[config.mk]
export PLATFORM = sky130hd
export DESIGN_NAME = alu_decoder_mdu
export DESIGN_NICKNAME = d
export VERILOG_FILES = /design/src/rtl/alu_decoder_mdu.sv
export SDC_FILE = /design/constraint.sdc
export NUM_CORES = 1
export LEC_CHECK = 0
export CELL_PAD_IN_SITES_DETAIL_PLACEMENT = 1
export CELL_PAD_IN_SITES_GLOBAL_PLACEMENT = 1
export CORE_ASPECT_RATIO = 0.5
export CORE_MARGIN = 2
export CORE_UTILIZATION = 45
export CTS_CLUSTER_DIAMETER = 200
export CTS_CLUSTER_SIZE = 16
export DETAILED_ROUTE_END_ITERATION = 12
export PLACE_DENSITY_LB_ADDON = 0.15
export SLEW_MARGIN = 20
export SYNTH_ARGS = -nofsm -noshare
export SYNTH_HDL_FRONTEND = slang
export SYNTH_SLANG_ARGS = --single-unit
export TNS_END_PERCENT = 5
[constraint.sdc]
create_clock -name clk -period 6.1 [get_ports clk]
set_clock_uncertainty 0.1 [all_clocks]
set_input_delay 0.915 -clock clk [delete_from_list [all_inputs] [get_ports clk]]
set_output_delay 0.915 -clock clk [all_outputs]
set_load 0.1 [all_outputs]
[src/rtl/alu_decoder_mdu.sv]
// ALU control decoder plus a multi-cycle multiply/divide unit with HI/LO result registers.
// Multiply is radix-2 shift-add and divide is restoring shift-subtract, both on operand magnitudes.
module alu_decoder_mdu #(
    parameter int WIDTH  = 32,
    parameter int CTRL_W = 4
) (
    input  logic              clk,
    input  logic              rst_n,
    input  logic [3:0]        aluOp,
    input  logic [5:0]        func,
    input  logic              valid_i,
    input  logic              flush_i,
    input  logic [WIDTH-1:0]  srcA,
    input  logic [WIDTH-1:0]  srcB,
    output logic [CTRL_W-1:0] aluController,
    output logic              busy_o,
    output logic              done_o,
    output logic [WIDTH-1:0]  hi_o,
    output logic [WIDTH-1:0]  lo_o
);

    localparam int CNT_W = $clog2(WIDTH);
    localparam logic [CNT_W-1:0] LAST_CNT = CNT_W'(WIDTH - 1);

    localparam logic [5:0] F_ADD   = 6'b100000;
    localparam logic [5:0] F_SUB   = 6'b100010;
    localparam logic [5:0] F_MUL   = 6'b011100;
    localparam logic [5:0] F_SLT   = 6'b101010;
    localparam logic [5:0] F_AND   = 6'b100100;
    localparam logic [5:0] F_OR    = 6'b100101;
    localparam logic [5:0] F_MFHI  = 6'b010000;
    localparam logic [5:0] F_MFLO  = 6'b010010;
    localparam logic [5:0] F_MULT  = 6'b011000;
    localparam logic [5:0] F_MULTU = 6'b011001;
    localparam logic [5:0] F_DIV   = 6'b011010;
    localparam logic [5:0] F_DIVU  = 6'b011011;

    typedef enum logic [2:0] {S_IDLE, S_MUL, S_DIV, S_FIX, S_DONE} state_t;

    state_t             state_q, state_d;
    logic [2*WIDTH-1:0] p_q, p_d;
    logic [WIDTH-1:0]   b_q, b_d;
    logic [WIDTH-1:0]   a_q, a_d;
    logic [CNT_W-1:0]   cnt_q, cnt_d;
    logic               neg_q, neg_d;
    logic               aneg_q, aneg_d;
    logic               div0_q, div0_d;
    logic               div_q, div_d;
    logic [WIDTH-1:0]   hi_q, hi_d;
    logic [WIDTH-1:0]   lo_q, lo_d;

    function automatic logic [WIDTH-1:0] magnitude(input logic [WIDTH-1:0] v, input logic is_signed);
        return (is_signed && v[WIDTH-1]) ? -v : v;
    endfunction

    function automatic logic [WIDTH-1:0] neg_if(input logic [WIDTH-1:0] v, input logic neg);
        return neg ? -v : v;
    endfunction

    function automatic logic [2*WIDTH-1:0] neg2_if(input logic [2*WIDTH-1:0] v, input logic neg);
        return neg ? -v : v;
    endfunction

    logic [3:0] ctrl;

    always_comb begin
        ctrl = 4'b0000;
        case (aluOp)
            4'b0001: ctrl = 4'b0001;
            4'b0010: begin
                case (func)
                    F_ADD:   ctrl = 4'b0000;
                    F_SUB:   ctrl = 4'b0001;
                    F_MUL:   ctrl = 4'b0010;
                    F_SLT:   ctrl = 4'b0011;
                    F_AND:   ctrl = 4'b0100;
                    F_OR:    ctrl = 4'b0101;
                    F_MFHI:  ctrl = 4'b0110;
                    F_MFLO:  ctrl = 4'b0111;
                    F_MULT, F_MULTU, F_DIV, F_DIVU: ctrl = 4'b1000;
                    default: ctrl = 4'b0000;
                endcase
            end
            default: ctrl = 4'b0000;
        endcase
    end

    assign aluController = CTRL_W'(ctrl);

    logic op_md, op_signed, op_div, start;

    assign op_md     = (func == F_MULT) || (func == F_MULTU) || (func == F_DIV) || (func == F_DIVU);
    assign op_signed = (func == F_MULT) || (func == F_DIV);
    assign op_div    = (func == F_DIV) || (func == F_DIVU);
    assign start     = valid_i && (aluOp == 4'b0010) && op_md && (state_q == S_IDLE) && !flush_i;

    // p_q holds {hi, lo} of the product, or {remainder, dividend/quotient} while dividing
    logic [WIDTH:0]     mul_sum, div_sh, div_trial;
    logic [2*WIDTH-1:0] prod_fix;

    always_comb begin
        mul_sum   = {1'b0, p_q[2*WIDTH-1:WIDTH]} + {1'b0, b_q & {WIDTH{p_q[0]}}};
        div_sh    = {p_q[2*WIDTH-1:WIDTH], p_q[WIDTH-1]};
        div_trial = div_sh - {1'b0, b_q};
        prod_fix  = neg2_if(p_q, neg_q);
    end

    always_comb begin
        state_d = state_q;
        p_d     = p_q;
        b_d     = b_q;
        a_d     = a_q;
        cnt_d   = cnt_q;
        neg_d   = neg_q;
        aneg_d  = aneg_q;
        div0_d  = div0_q;
        div_d   = div_q;
        hi_d    = hi_q;
        lo_d    = lo_q;
        if (flush_i) begin
            state_d = S_IDLE;
        end else begin
            case (state_q)
                S_IDLE: begin
                    if (start) begin
                        state_d = op_div ? S_DIV : S_MUL;
                        p_d     = {{WIDTH{1'b0}}, magnitude(srcA, op_signed)};
                        b_d     = magnitude(srcB, op_signed);
                        a_d     = srcA;
                        cnt_d   = '0;
                        neg_d   = op_signed && (srcA[WIDTH-1] ^ srcB[WIDTH-1]);
                        aneg_d  = op_signed && srcA[WIDTH-1];
                        div0_d  = (srcB == '0);
                        div_d   = op_div;
                    end
                end
                S_MUL: begin
                    p_d   = {mul_sum, p_q[WIDTH-1:1]};
                    cnt_d = cnt_q + CNT_W'(1);
                    if (cnt_q == LAST_CNT) state_d = S_FIX;
                end
                S_DIV: begin
                    if (!div_trial[WIDTH]) p_d = {div_trial[WIDTH-1:0], p_q[WIDTH-2:0], 1'b1};
                    else                   p_d = {div_sh[WIDTH-1:0], p_q[WIDTH-2:0], 1'b0};
                    cnt_d = cnt_q + CNT_W'(1);
                    if (cnt_q == LAST_CNT) state_d = S_FIX;
                end
                S_FIX: begin
                    state_d = S_DONE;
                    if (!div_q) begin
                        hi_d = prod_fix[2*WIDTH-1:WIDTH];
                        lo_d = prod_fix[WIDTH-1:0];
                    end else if (div0_q) begin
                        hi_d = a_q;
                        lo_d = '1;
                    end else begin
                        hi_d = neg_if(p_q[2*WIDTH-1:WIDTH], aneg_q);
                        lo_d = neg_if(p_q[WIDTH-1:0], neg_q);
                    end
                end
                S_DONE:  state_d = S_IDLE;
                default: state_d = S_IDLE;
            endcase
        end
    end

    always_ff @(posedge clk or negedge rst_n) begin
        if (!rst_n) begin
            state_q <= S_IDLE;
            p_q     <= '0;
            b_q     <= '0;
            a_q     <= '0;
            cnt_q   <= '0;
            neg_q   <= 1'b0;
            aneg_q  <= 1'b0;
            div0_q  <= 1'b0;
            div_q   <= 1'b0;
            hi_q    <= '0;
            lo_q    <= '0;
        end else begin
            state_q <= state_d;
            p_q     <= p_d;
            b_q     <= b_d;
            a_q     <= a_d;
            cnt_q   <= cnt_d;
            neg_q   <= neg_d;
            aneg_q  <= aneg_d;
            div0_q  <= div0_d;
            div_q   <= div_d;
            hi_q    <= hi_d;
            lo_q    <= lo_d;
        end
    end

    assign busy_o = (state_q != S_IDLE);
    assign done_o = (state_q == S_DONE);
    assign hi_o   = hi_q;
    assign lo_o   = lo_q;

endmodule

# After elaboration in Yosys (flattened, before gate mapping)
# Cells that the tools add are included.
dict set report word_totals {
  reg_bits 204
  wordCells 89
  out_inout_bits 70
}
dict set report op_classes {
  n_eq_ne 21
  add_sub_neg 8
  n_reduce_logical 25
  n_bitwise 3
  mux 21
}
# cell n
set op_table {}
lappend op_table {{$mux W32} 8}
lappend op_table {{$mux W64} 3}
lappend op_table {{$pmux W64 S3} 1}
lappend op_table {{$neg A32 Y32} 4}
lappend op_table {{$neg A64 Y64} 1}
lappend op_table {{$eq A6 B5 Y1 const B} 7}
lappend op_table {{$add A32 B32 Y33} 1}
lappend op_table {{$sub A33 B32 Y33} 1}
lappend op_table {{$and A32 B32 Y32} 1}
lappend op_table {{$logic_not A32 Y1} 1}
lappend op_table {{$pmux W4 S8} 1}
lappend op_table {{$eq A6 B6 Y1 const B} 4}
lappend op_table {{$pmux W5 S2} 1}
lappend op_table {{$mux W3} 3}
lappend op_table {{$pmux W3 S3} 1}
lappend op_table {{$reduce_and A3 Y1} 3}
lappend op_table {{$pmux W4 S2} 1}
lappend op_table {{$logic_and A1 B1 Y1} 7}
lappend op_table {{$eq A3 B2 Y1 const B} 2}
lappend op_table {{$reduce_bool A3 Y1} 2}
lappend op_table {{$add A5 B1 Y5 const B} 1}
lappend op_table {{$eq A5 B5 Y1 const B} 1}
lappend op_table {{$logic_or A1 B1 Y1} 5}
lappend op_table {{$mux W5} 1}
lappend op_table {{16 further kinds} 17}

# Depth between registers and ports, before layout
# Gate-level depths: netlist (run 1).
dict set report depth {
  ltp_word 10
  mapped_depth 14
  ltp_nobuf 13
}

# Worst setup path before layout (run 1)
# No wires, ideal clock.
dict set report synth_path {
  path_kind {in2out}
  from {input aluOp[0]}
  to {output aluController[1]}
  path_slack_ns 1.371
  t_required_ns 5.085
  t_arrival_ns 3.714
  path_buffers 0
  cell_stages 2
  path_cell_list {or4b_2 > nor3_1}
}
dict set report synth_via {
  elab_chain_len 2
  word_cells_on_any_way 3
  classes_between {2 x eq/ne; 1 x mux}
}
# item line_no
set synth_rtl {}
lappend synth_rtl {{start, declared} 9} ;# input logic [3:0] aluOp,
lappend synth_rtl {{$eq A4 B2 Y1 / $eq A4 B1 Y1 (equally long branches)} 68} ;# case (aluOp)
lappend synth_rtl {{$pmux W4 S2 (*)} 68}
lappend synth_rtl {{end, declared} 15} ;# output logic [CTRL_W-1:0] aluController,
# Mark *: on every way between the ends. The rest lies on a longest branch, timed or not.

# Worst setup path in the final report (run 1)
dict set report layout_path {
  from {input aluOp[0]}
  to {output aluController[3]}
}
# Same word-level chain as after synthesis.

==> results.env, run 1 <==
DIE-AREA_MM2=0.03672
GLOBALROUTEOVERFLOWTOTAL=0
HOLD_CLASS='flip-flop to flip-flop'
FF2FF_SETUP_SLACK_PS=1820
TIMING_WORST_SLEW_PIN_VALUE_PS=1039
TOTALWIRELENGTH_MM=51.81
SYNTHTOPCELLSBYAREA='sky130_fd_sc_hd__dfrtp_1 32%, sky130_fd_sc_hd__o21ai_0 6.4%, sky130_fd_sc_hd__xor2_1 6.0%'
CRITICAL_PATH_REQUIRED_PS=5080
MAPPEDNETLISTNETS=2099
WL_MET1_MM=25.84
SYNTH_LARGEST_AREA_CELL='sky130_fd_sc_hd__dfrtp_1'
RATIO_OF_ROUTED_VIAS_TO_STANDARD_CELLS=5.964
INSTANCE_AREA_AT_PLACEMENT_MM2=0.01763
CP_MAX_FO=3
LAYOUT.CELL_AREA.NON_FILLER_MM2=0.01812
FIN_SETUP_TNS_PS=0
GLOBAL_ROUTE_WIRE_LENGTH_BEFORE_REPAIR_MM=81.25
CLOCK_TREE_FROM_TRITONCTS='built'
HOLD_VIOLATIONS=0
SYNTHESIS.INSTANCES=1949
YOSYS.CELL_TYPES.COUNT=77
POSTSYNTHAREAPERCELL_UM2=8.106
POST_CTS_BUFFERS=0
NUMBER_OF_FLIP_FLOPS_AND_LATCHES_IN_THE_SYNTHESIZED_NETLIST=204
ANTENNA_VIOLATIONS_BEFORE_REPAIR=2
TRITONCTS.NUM_BUFFERS=16
NUMBER_OF_I_O_PORT_BUFFERS=147
CRIT_ARRIVAL_PS=3470
MET2_WIRE_LENGTH_MM=22.56
CTS_NUM_SINKS=204
CTS.REPORTEDPATHS.CLKPINSLEW_PS=70
DP.FINAL_HPWL_MM=38.67
SETUP_VIOLATIONS=0
MAX-VDD-IR-DROP_mV=0.3170
LAYOUT_NETS=2161
CORE_REGION_AREA_MM2=0.03453
AREA_SHARE_OF_THE_LARGEST_CELL_TYPE_AFTER_SYNTHESIS_PCT=32.31
GROUTE.USAGE.OVERALL_PCT=28.09
POST_ROUTE_CELLS_DRIVE_ABOVE_1_SHARE_PCT=5.315
WORSTSETUPENDPOINTTYPE='output pin'
POST_DR_WIRELENGTH_CELL_UM=20.81
DETAIL_ROUTE.DRC_VIOLATIONS=0
TIMING.RR.START='p_q[2]'
CLOCKROOTBUFFER='sky130_fd_sc_hd__clkbuf_16'
CRITICAL_PATH_CLASS='input port to output pin'
DRTITER0DRC=1002
PLEAK_nW=7.331
IO_PINS=148
SETUP.WORST_PATH.START_CLASS='input port'
POSTSYNTH.TOPFLOPCELL='sky130_fd_sc_hd__dfrtp_1'
CTS-ROOT-TO-SINK-BUFFERS=3
N_FILL_CELL=4147
MIN_PERIOD_PS=4482
GP_CONGESTION=0.9208
SUM_OF_MET3_WIRE_SEGMENT_LENGTHS_AFTER_DETAILED_ROUTING_MM=2.404
SYNTH_SEQUENTIAL_AREA_RATIO_PCT=32.31
CTSRESIZECOUNT=0
FIRST_GLOBAL_VIAS=14560
CLK_LATENCY_PS=520
HOLD-WORST-SLACK_PS=381.8
SYNTH-WARNING-COUNT=0
HOLDCRITSTARTPOINT='b_q[5]'
FINAL_MIN_PERIOD_OVER_CLOCK_PERIOD_PCT=73.48
TOP_LAYER_USED='met5'
MAXCAPVIOLCOUNT=0
CTS-HOLD-FIX-BUFFERS=0
NETLIST_AREA_MM2=0.01580
SYNTH_ENABLE_FLOP_CELLS=0
FIRSTDRTPASSITERS=5
GRT_SETUP_UNREPAIRED='no'
HTREE_LEVELS=1
GRT_MAX_DEGREE=111
HORIZONTAL_DIE_DIMENSION_UM=269.0
VIAS=14840
FLOORPLAN.DIE.HEIGHT_UM=136.5
SYN_TO_FINAL_GROWTH_PCT=14.71
CORE.ROWCOUNT=48
CRITICAL_PATH.STARTPOINT='aluOp[0]'
REPORT.FINAL.SLEW_VIOL_COUNT=0
ANT_NETS=0
START_UTIL_PCT=45.75
STATUS='complete, no violations'
FRACTION_OF_REGISTERS_WITH_ASYNC_SET_RESET_PCT=100.0
POWER_DENSITY_mW_PER_MM2=531.1
MAXCLOCKFREQUENCY_GHz=0.2231
RELSLEWSLACK_PCT=30.16
## critical path, cell delays in order
cell                              delay, ps
sky130_fd_sc_hd__clkdlybuf4s50_1        440
sky130_fd_sc_hd__or4b_2                 740
sky130_fd_sc_hd__nor2_1                 190
sky130_fd_sc_hd__clkdlybuf4s50_1       1170
## power by group
| group | internal (mW) | switching, mW | leakage, nW | total, mW |
|---|---|---|---|---|
| Clock | 0.543 | 0.530 | 0.226 | 1.07 |
| Sequential | 1.77 | 0.764 | 2.65 | 2.53 |
| Combinational | 2.01 | 4.01 | 4.45 | 6.02 |
| Total | 4.32 | 5.30 | 7.33 | 9.62 |
## synth_stat cells, types with 14 or more instances
library cell,n
sky130_fd_sc_hd__or4_1,19
sky130_fd_sc_hd__nand3_1,29
sky130_fd_sc_hd__a21oi_1,160
sky130_fd_sc_hd__dfrtp_1,204
sky130_fd_sc_hd__a22oi_1,14
sky130_fd_sc_hd__a31oi_1,14
sky130_fd_sc_hd__nand2_1,218
sky130_fd_sc_hd__and2_1,15
sky130_fd_sc_hd__o21a_1,23
sky130_fd_sc_hd__a21o_1,22
sky130_fd_sc_hd__o31ai_1,25
sky130_fd_sc_hd__o21ai_1,16
sky130_fd_sc_hd__xor2_1,108
sky130_fd_sc_hd__mux2i_1,42
sky130_fd_sc_hd__a221oi_1,32
sky130_fd_sc_hd__inv_1,52
sky130_fd_sc_hd__nor2_1,184
sky130_fd_sc_hd__nor3_1,36
sky130_fd_sc_hd__o21ai_0,203
sky130_fd_sc_hd__or3_1,29
sky130_fd_sc_hd__clkbuf_1,116
sky130_fd_sc_hd__mux2_2,30
sky130_fd_sc_hd__nand2b_1,22
sky130_fd_sc_hd__ha_1,70
sky130_fd_sc_hd__xnor2_1,84
## path summary, 6_finish.rpt
kind                                    endpoint  cells past startpoint
worst max-delay path            aluController[3]                      4
worst min-delay path                      b_q[5]                      2
worst max register to register          lo_o[31]                      7
worst min register to register            b_q[5]                      2
max in group asynchronous               lo_o[24]                      2
min in group asynchronous                 b_q[8]                      1
## stage by stage
stage | power [mW] | setup WS (ps) | util, % | std cells
after floorplan | 6.746 | 1371 | - | 1949
after global placement | 8.366 | 1654 | 51.05 | 2467
after detailed placement | 8.500 | 1540 | 51.05 | 2467
after CTS | 9.600 | 1627 | 52.39 | 2487
after global routing | 10.20 | 1552 | 52.47 | 2488
final | 9.624 | 1618 | 52.48 | 2489
## flip-flops by register name, summed over array words and instances, names as in the netlist
| signal | flops |
|---|---|
| p_q | 64 |
| div_q | 1 |
| neg_q | 1 |
| a_q | 32 |
| aneg_q | 1 |
| cnt_q | 5 |
| lo_o | 32 |
| hi_o | 32 |
| div0_q | 1 |
| state_q | 3 |
| b_q | 32 |
## cells in the final DEF, fill, tap and decap left out, drive strengths merged, types with 52 or more instances in the layout
cell           synthesis  routed
o21ai                220     220
nand2                218     218
dfrtp                204     204
nor2                 184     184
a21oi                160     160
clkdlybuf4s50          0     146
xor2                 108     108
xnor2                 84      84
ha                    70      70
inv                   52      52
## logic make-up after synthesis
logic type	count (synthesis)	synth area share, %
AOI/OAI and AO/OA	609	23.81
xor gates and xnor gates	192	10.64
DFF	204	32.31
buffers and inverters	180	4.308
adders and majority gates	72	5.797
muxes	72	4.799
and+or+nand+nor	620	18.33
## per-layer routing
metal | global-route usage [%] | vias up
met4 | 5.957 | 2
met1 | 41.75 | 7348
met2 | 43.97 | 340
met5 | 0 | -
li1 | - | 7089
met3 | 3.149 | 65
## area by class of cell
type | count | area, µm² | area share [%]
inverters | 53 | 198.9 | 1.098
repair buffers | 171 | 1700 | 9.383
well taps | 475 | 594.3 | 3.279
diodes | 1 | 2.502 | 0.01381
multi-input cells | 1565 | 10060 | 55.49
clock inverters | 1 | 30.03 | 0.1657
flip-flops and latches | 204 | 5107 | 28.18
clock buffers | 19 | 432.9 | 2.389
No activity file was read; power rests on OpenSTA's default activity.
==> inputs of run 2 (changes only) <==
--- a/config.mk
+++ b/config.mk
@@ -9,7 +9,7 @@
 export CELL_PAD_IN_SITES_GLOBAL_PLACEMENT = 1
 export CORE_ASPECT_RATIO = 0.5
 export CORE_MARGIN = 2
-export CORE_UTILIZATION = 45
+export CORE_UTILIZATION = 40
 export CTS_CLUSTER_DIAMETER = 200
 export CTS_CLUSTER_SIZE = 16
 export DETAILED_ROUTE_END_ITERATION = 12
==> constraint.sdc (replaced) <==
create_clock -name clk -period 3.9 [get_ports clk]
set_clock_uncertainty 0.1 [all_clocks]
set_input_delay 0.585 -clock clk [delete_from_list [all_inputs] [get_ports clk]]
set_output_delay 0.585 -clock clk [all_outputs]
set_load 0.1 [all_outputs]
==> run 2 against run 1 <==
Against the previous run:
- critical path depth increased by 7
- total power increased by 61%
- non-clock buffer count increased by 62
- sequential power increased by 41%
- die area increased by 12%
- flip-flop and latch count unchanged
- largest cell class unchanged
==> results.env, run 2 (synthesis results as in run 1) <==
FIN_SETUP_TNS_PS=0
MIN_PERIOD_PS=3797
GROUTE.USAGE.OVERALL_PCT=25.92
ANTENNA_VIOLATIONS_BEFORE_REPAIR=1
CLOCKROOTBUFFER='sky130_fd_sc_hd__clkbuf_16'
POST_CTS_BUFFERS=0
GRT_MAX_DEGREE=76
SYN_TO_FINAL_GROWTH_PCT=18.49
START_UTIL_PCT=40.59
CTS_NUM_SINKS=204
CTS-ROOT-TO-SINK-BUFFERS=3
SETUP_VIOLATIONS=0
FLIP_FLOP_COUNT_OF_THE_LARGEST_REGISTER_AFTER_LAYOUT=64
MOSTFREQUENTLAYOUTCELLS='218 x sky130_fd_sc_hd__nand2_1, 202 x sky130_fd_sc_hd__dfrtp_1, 201 x sky130_fd_sc_hd__o21ai_0'
POWER.SEQUENTIAL.FRACTION_PCT=23.1
RELSLEWSLACK_PCT=33.25
DETAIL_ROUTE.DRC_VIOLATIONS=0
FIRST_GLOBAL_VIAS=15070
RATIO_OF_ROUTED_VIAS_TO_STANDARD_CELLS=5.740
VIAS=14950
TIMING_WORST_SLEW_PIN_VALUE_PS=998.2
REPORT.FINAL.SLEW_VIOL_COUNT=0
POST_DR_WIRELENGTH_CELL_UM=20.62
CTS.REPORTEDPATHS.CLKPINSLEW_PS=80
FLOORPLAN.DIE.HEIGHT_UM=144.5
REGISTER_CONTAINING_THE_MOST_FLIP_FLOPS_IN_THE_FINAL_LAYOUT='p_q'
CORE_REGION_AREA_MM2=0.03892
HORIZONTAL_DIE_DIMENSION_UM=285.1
GLOBALROUTEOVERFLOWTOTAL=0
SETUP.WORST_PATH.START_CLASS='flip-flop'
FINAL_MIN_PERIOD_OVER_CLOCK_PERIOD_PCT=97.36
MOST_COMMON_CELL_AFTER_LAYOUT_FILL_AND_TAPS_ASIDE='sky130_fd_sc_hd__nand2_1'
MAX-VDD-IR-DROP_mV=0.4472
DP.FINAL_HPWL_MM=40.87
IO_PINS=148
COMBPWRFRAC_PCT=66.1
PLEAK_nW=7.649
STATUS='complete, no violations'
POWER.SWITCHING_mW=8.353
POWER_REPORT.INTERNAL_TOTAL_mW=7.133
DIE-AREA_MM2=0.04120
MAXCAPVIOLCOUNT=0
SHARE_CLK_OF_TOTAL_POWER_PCT=10.8
TRITONCTS.NUM_BUFFERS=16
FIRSTDRTPASSITERS=5
HOLD_CLASS='flip-flop to flip-flop'
DP.CELLS=2584
HTREE_LEVELS=1
POWER.SHARE.SWITCHING_PCT=53.94
CRIT_ARRIVAL_PS=4040
NUMBER_OF_I_O_PORT_BUFFERS=147
N_FILL_CELL=4705
POST_ROUTE_CELLS_DRIVE_ABOVE_1_SHARE_PCT=8.727
CRITICAL_PATH_REQUIRED_PS=4150
HOLD_VIOLATIONS=0
FIN_CELLS=2605
DRTITER0DRC=931
ANT_NETS=0
POWER_DENSITY_mW_PER_MM2=827.2
CP_MAX_FO=8
CRITICAL_PATH_CLASS='flip-flop to flip-flop'
GRT_SETUP_UNREPAIRED='yes'
WORSTSETUPENDPOINTTYPE='flip-flop'
CLOCK_TREE_FROM_TRITONCTS='built'
LAYOUT_NETS=2223
MAXCLOCKFREQUENCY_GHz=0.2634
CLK_LATENCY_PS=530
CORE.ROWCOUNT=51
GLOBAL_ROUTE_WIRE_LENGTH_BEFORE_REPAIR_MM=84.79
GP_CONGESTION=0.8868
TOTALWIRELENGTH_MM=53.71
run 2: cell count changes in the layout (fill, tap and decap cells not counted), sizes merged:
cell           change
dlygate4sd3        +1
buf               +66
clkdlybuf4s50      -5
clkbuf             -1
run 2: what timing repair did:
action	CTS	global route
hold endpoints to repair	45	0
endpoints found under the setup margin	0	34
resized for setup	0	15
hold buffers	1	0
run 2: cell type report:
| class | count | area, µm² | share of cell area, % |
|---|---|---|---|
| antenna | 1 | 2.502 | 0.01337 |
| clock buffer | 18 | 429.2 | 2.292 |
| clock inverter | 1 | 30.03 | 0.1604 |
| inverter | 53 | 198.9 | 1.063 |
| multi-input combinational | 1565 | 10120 | 54.04 |
| sequential | 204 | 5107 | 27.28 |
| tap | 530 | 663.1 | 3.542 |
| timing repair buffer | 233 | 2173 | 11.61 |
run 2: power by group through the flow:
stage | registers [mW] | logic, mW | clock network [mW]
2_1_floorplan | 5.61 | 4.94 | 0
4_1_cts | 3.57 | 10.1 | 1.72
5_1_grt | 3.67 | 11.0 | 1.79
3_5_place_dp | 3.61 | 10.1 | 0
3_3_place_gp | 3.56 | 9.93 | 0
6_report | 3.57 | 10.2 | 1.68
run 2: metrics by stage:
| step | utilization (%) | hold WS, ps | area (µm²) | setup WS, ps | total power, mW |
|---|---|---|---|---|---|
| floorplan | - | 189.4 | 15800 | -185.4 | 10.55 |
| global placement | 46.73 | 357.2 | 18190 | 37.31 | 13.49 |
| detailed placement | 46.73 | 367.4 | 18190 | -28.57 | 13.69 |
| CTS | 47.94 | 385.3 | 18660 | 74.96 | 15.40 |
| global route | 48.09 | 406.4 | 18720 | -8.277 | 16.46 |
| finish | 48.09 | 377.8 | 18720 | 102.9 | 15.49 |
run 2: final timing paths:
| path | startpoint | to | slack, ps | depth (start not counted) |
|---|---|---|---|---|
| worst max-delay path | p_q[32] | hi_o[28] | 100 | 11 |
| worst min-delay path | cnt_q[4] | cnt_q[4] | 380 | 2 |
| worst max register to register | p_q[32] | hi_o[28] | 100 | 11 |
| worst min register to register | cnt_q[4] | cnt_q[4] | 380 | 2 |
| max in group asynchronous | rst_n | hi_o[4] | 2320 | 3 |
| min in group asynchronous | rst_n | b_q[7] | 470 | 2 |
run 2: routing by layer:
layer	vias to the layer above	share of wire, %	global-route usage, %
met1	7341	49	37.13
met2	331	44	41.57
met3	61	5.0	3.675
li1	7219	-	-
met4	0	1.9	5.649
met5	-	0	0
run 2: critical path, stage by stage (launching register included):
cell,delay [ps]
sky130_fd_sc_hd__dfrtp_1,400
sky130_fd_sc_hd__inv_2,70
sky130_fd_sc_hd__ha_2,180
sky130_fd_sc_hd__or3b_4,400
sky130_fd_sc_hd__or3_4,350
sky130_fd_sc_hd__nand2b_4,190
sky130_fd_sc_hd__or4_4,520
sky130_fd_sc_hd__or3_4,350
sky130_fd_sc_hd__or4_4,500
sky130_fd_sc_hd__o41ai_4,240
sky130_fd_sc_hd__xor2_1,180
sky130_fd_sc_hd__o221ai_1,130
==> inputs of run 3 (changes only) <==
--- a/config.mk
+++ b/config.mk
@@ -14,6 +14,7 @@
 export CTS_CLUSTER_SIZE = 16
 export DETAILED_ROUTE_END_ITERATION = 12
 export PLACE_DENSITY_LB_ADDON = 0.15
+export SKIP_LAST_GASP = 1
 export SLEW_MARGIN = 20
 export SYNTH_ARGS = -nofsm -noshare
 export SYNTH_HDL_FRONTEND = slang
==> run 3 against run 2 <==
Against the previous run:
- critical path depth is the same
- largest power group unchanged
- critical endpoint unchanged
- maximum frequency shrank 0.87%
- flip-flop and latch count is the same
- global-route usage is the same
==> results.env, run 3 (synthesis results as in run 1) <==
LAYOUT_NETS=2223
TRITONCTS.NUM_BUFFERS=16
POST_DR_WIRELENGTH_CELL_UM=20.62
MAXCAPVIOLCOUNT=0
FINAL_MIN_PERIOD_OVER_CLOCK_PERIOD_PCT=98.21
VIAS=14940
DRTITER0DRC=916
RELSLEWSLACK_PCT=33.27
CTS_NUM_SINKS=204
GRT_USE_MET3_PCT=3.675
PLEAK_nW=7.646
GRTUSAGEMET2_PCT=41.57
MOSTFREQUENTLAYOUTCELLS='218 x sky130_fd_sc_hd__nand2_1, 203 x sky130_fd_sc_hd__o21ai_0, 202 x sky130_fd_sc_hd__dfrtp_1'
MAX-VDD-IR-DROP_mV=0.4475
GROUTE.USAGE.OVERALL_PCT=25.92
N_FILL_CELL=4709
POST_ROUTE_CELLS_DRIVE_ABOVE_1_SHARE_PCT=8.582
CORE_REGION_AREA_MM2=0.03892
CRITICAL_PATH_CLASS='flip-flop to flip-flop'
NUMBER_OF_I_O_PORT_BUFFERS=147
POWER.SWITCHING_mW=8.348
FIRSTDRTPASSITERS=5
MAXCLOCKFREQUENCY_GHz=0.2611
HORIZONTAL_DIE_DIMENSION_UM=285.1
CRIT_ARRIVAL_PS=4080
ANT_NETS=0
MOST_COMMON_CELL_AFTER_LAYOUT_FILL_AND_TAPS_ASIDE='sky130_fd_sc_hd__nand2_1'
CTS.REPORTEDPATHS.CLKPINSLEW_PS=80
DP.FINAL_HPWL_MM=40.87
GLOBALROUTEOVERFLOWTOTAL=0
CLOCK_TREE_FROM_TRITONCTS='built'
HOLD_CLASS='flip-flop to flip-flop'
MIN_PERIOD_PS=3830
SETUP.WORST_PATH.START_CLASS='flip-flop'
TOP_USAGE_LAYER='met2'
POST-ROUTE-UTIL_PCT=48.05
SHARE_CLK_OF_TOTAL_POWER_PCT=10.9
ANTENNA_VIOLATIONS_BEFORE_REPAIR=1
DESIGN_POWER_TOTAL_mW=15.47
POWER.SEQUENTIAL.FRACTION_PCT=23.1
MULTI_INPUT_AREA_MM2=0.01010
DIE-AREA_MM2=0.04120
TOTALWIRELENGTH_MM=53.73
DETAIL_ROUTE.DRC_VIOLATIONS=0
GLOBAL_ROUTE_WIRE_LENGTH_BEFORE_REPAIR_MM=84.79
GRT_SETUP_UNREPAIRED='yes'
CRITICAL_PATH_REQUIRED_PS=4140
REPORT.FINAL.SLEW_VIOL_COUNT=0
GRT_MAX_DEGREE=76
START_UTIL_PCT=40.59
HOLD_VIOLATIONS=0
STATUS='complete, no violations'
REGAREA_MM2=0.005107
FLOORPLAN.DIE.HEIGHT_UM=144.5
CORE.ROWCOUNT=51
CP_MAX_FO=8
IO_PINS=148
CTS-ROOT-TO-SINK-BUFFERS=3
MET1_USAGE_PCT=37.13
SYN_TO_FINAL_GROWTH_PCT=18.37
HTREE_LEVELS=1
FIRST_GLOBAL_VIAS=15070
REGISTER_CONTAINING_THE_MOST_FLIP_FLOPS_IN_THE_FINAL_LAYOUT='p_q'
TIMING_WORST_SLEW_PIN_VALUE_PS=997.8
SETUP_VIOLATIONS=0
POWER_REPORT.INTERNAL_TOTAL_mW=7.119
POWER.SHARE.SWITCHING_PCT=53.97
COMBPWRFRAC_PCT=66.0
CLOCKROOTBUFFER='sky130_fd_sc_hd__clkbuf_16'
GP_CONGESTION=0.8868
CLK_LATENCY_PS=530
WORSTSETUPENDPOINTTYPE='flip-flop'
FLIP_FLOP_COUNT_OF_THE_LARGEST_REGISTER_AFTER_LAYOUT=64
RATIO_OF_ROUTED_VIAS_TO_STANDARD_CELLS=5.734
POWER_DENSITY_mW_PER_MM2=827.0
-- run 3: cell count changes in the layout (fill, tap and decap cells not counted) --
cell                        change
sky130_fd_sc_hd__a2111oi_1      -1
sky130_fd_sc_hd__inv_1          +1
sky130_fd_sc_hd__o21ai_0        +2
sky130_fd_sc_hd__o41ai_2        -1
sky130_fd_sc_hd__a2111oi_0      +1
sky130_fd_sc_hd__inv_2          -1
sky130_fd_sc_hd__o21ai_1        -2
sky130_fd_sc_hd__a21oi_2        +1
sky130_fd_sc_hd__ha_2           -1
sky130_fd_sc_hd__ha_1           +1
sky130_fd_sc_hd__a21oi_4        -1
sky130_fd_sc_hd__o41ai_1        +1
-- run 3: per-layer routing --
layer / wire length (µm) / share of wire [%] / vias up
li1: - / - / 7219
met1: 26710 / 50 / 7368
met2: 23630 / 44 / 289
met3: 2331 / 4.3 / 61
met4: 1057 / 2.0 / 0
met5: 0 / 0 / -
-- run 3: power groups by stage --
stage | sequential (mW) | combinational (mW) | clock, mW
after detailed placement | 3.61 | 10.1 | 0
after floorplan | 5.61 | 4.94 | 0
final | 3.58 | 10.2 | 1.68
after CTS | 3.57 | 10.1 | 1.72
after global placement | 3.56 | 9.93 | 0
after global routing | 3.67 | 11.0 | 1.79
-- run 3: worst paths after layout --
path / depth (start not counted) / to / slack (ps) / start
worst max register to register: 11 / hi_o[28] / 70 / p_q[32]
worst min-delay path: 2 / cnt_q[4] / 380 / cnt_q[4]
max in group asynchronous: 3 / hi_o[4] / 2330 / rst_n
worst max-delay path: 11 / hi_o[28] / 70 / p_q[32]
worst min register to register: 2 / cnt_q[4] / 380 / cnt_q[4]
min in group asynchronous: 2 / b_q[7] / 470 / rst_n
-- run 3: timing repair --
action,CTS,global route
buffers inserted,0,0
hold buffers,1,0
endpoints found under the setup margin,0,34
hold endpoints to repair,45,0
resized for setup,0,8
-- run 3: stage by stage --
stage | TNS (ps) | cell area [µm²] | hold slack (ps) | cells | setup slack, ps
after global placement | 0 | 18190 | 357.2 | 2584 | 37.31
after global routing | -112.2 | 18700 | 406.4 | 2604 | -33.59
after CTS | 0 | 18660 | 385.3 | 2604 | 74.96
final | 0 | 18700 | 377.8 | 2605 | 69.72
after floorplan | -317.4 | 15800 | 189.4 | 1949 | -185.4
after detailed placement | -28.57 | 18190 | 367.4 | 2584 | -28.57
-- run 3: worst max-delay path, stage by stage (launching register included) --
cell	delay, ps
sky130_fd_sc_hd__dfrtp_1	390
sky130_fd_sc_hd__inv_1	90
sky130_fd_sc_hd__ha_1	190
sky130_fd_sc_hd__or3b_4	410
sky130_fd_sc_hd__or3_4	350
sky130_fd_sc_hd__nand2b_4	190
sky130_fd_sc_hd__or4_4	530
sky130_fd_sc_hd__or3_4	360
sky130_fd_sc_hd__or4_4	500
sky130_fd_sc_hd__o41ai_4	240
sky130_fd_sc_hd__xor2_1	180
sky130_fd_sc_hd__o221ai_1	130
-- run 3: layout make-up --
class,instances,share of cell area [%]
Antenna cell,1,0.01338
Clock buffer,18,2.295
Clock inverter,1,0.1606
Inverter,53,1.064
Multi-Input combinational cell,1565,53.99
Sequential cell,204,27.31
Tap cell,530,3.546
Timing Repair Buffer,233,11.62
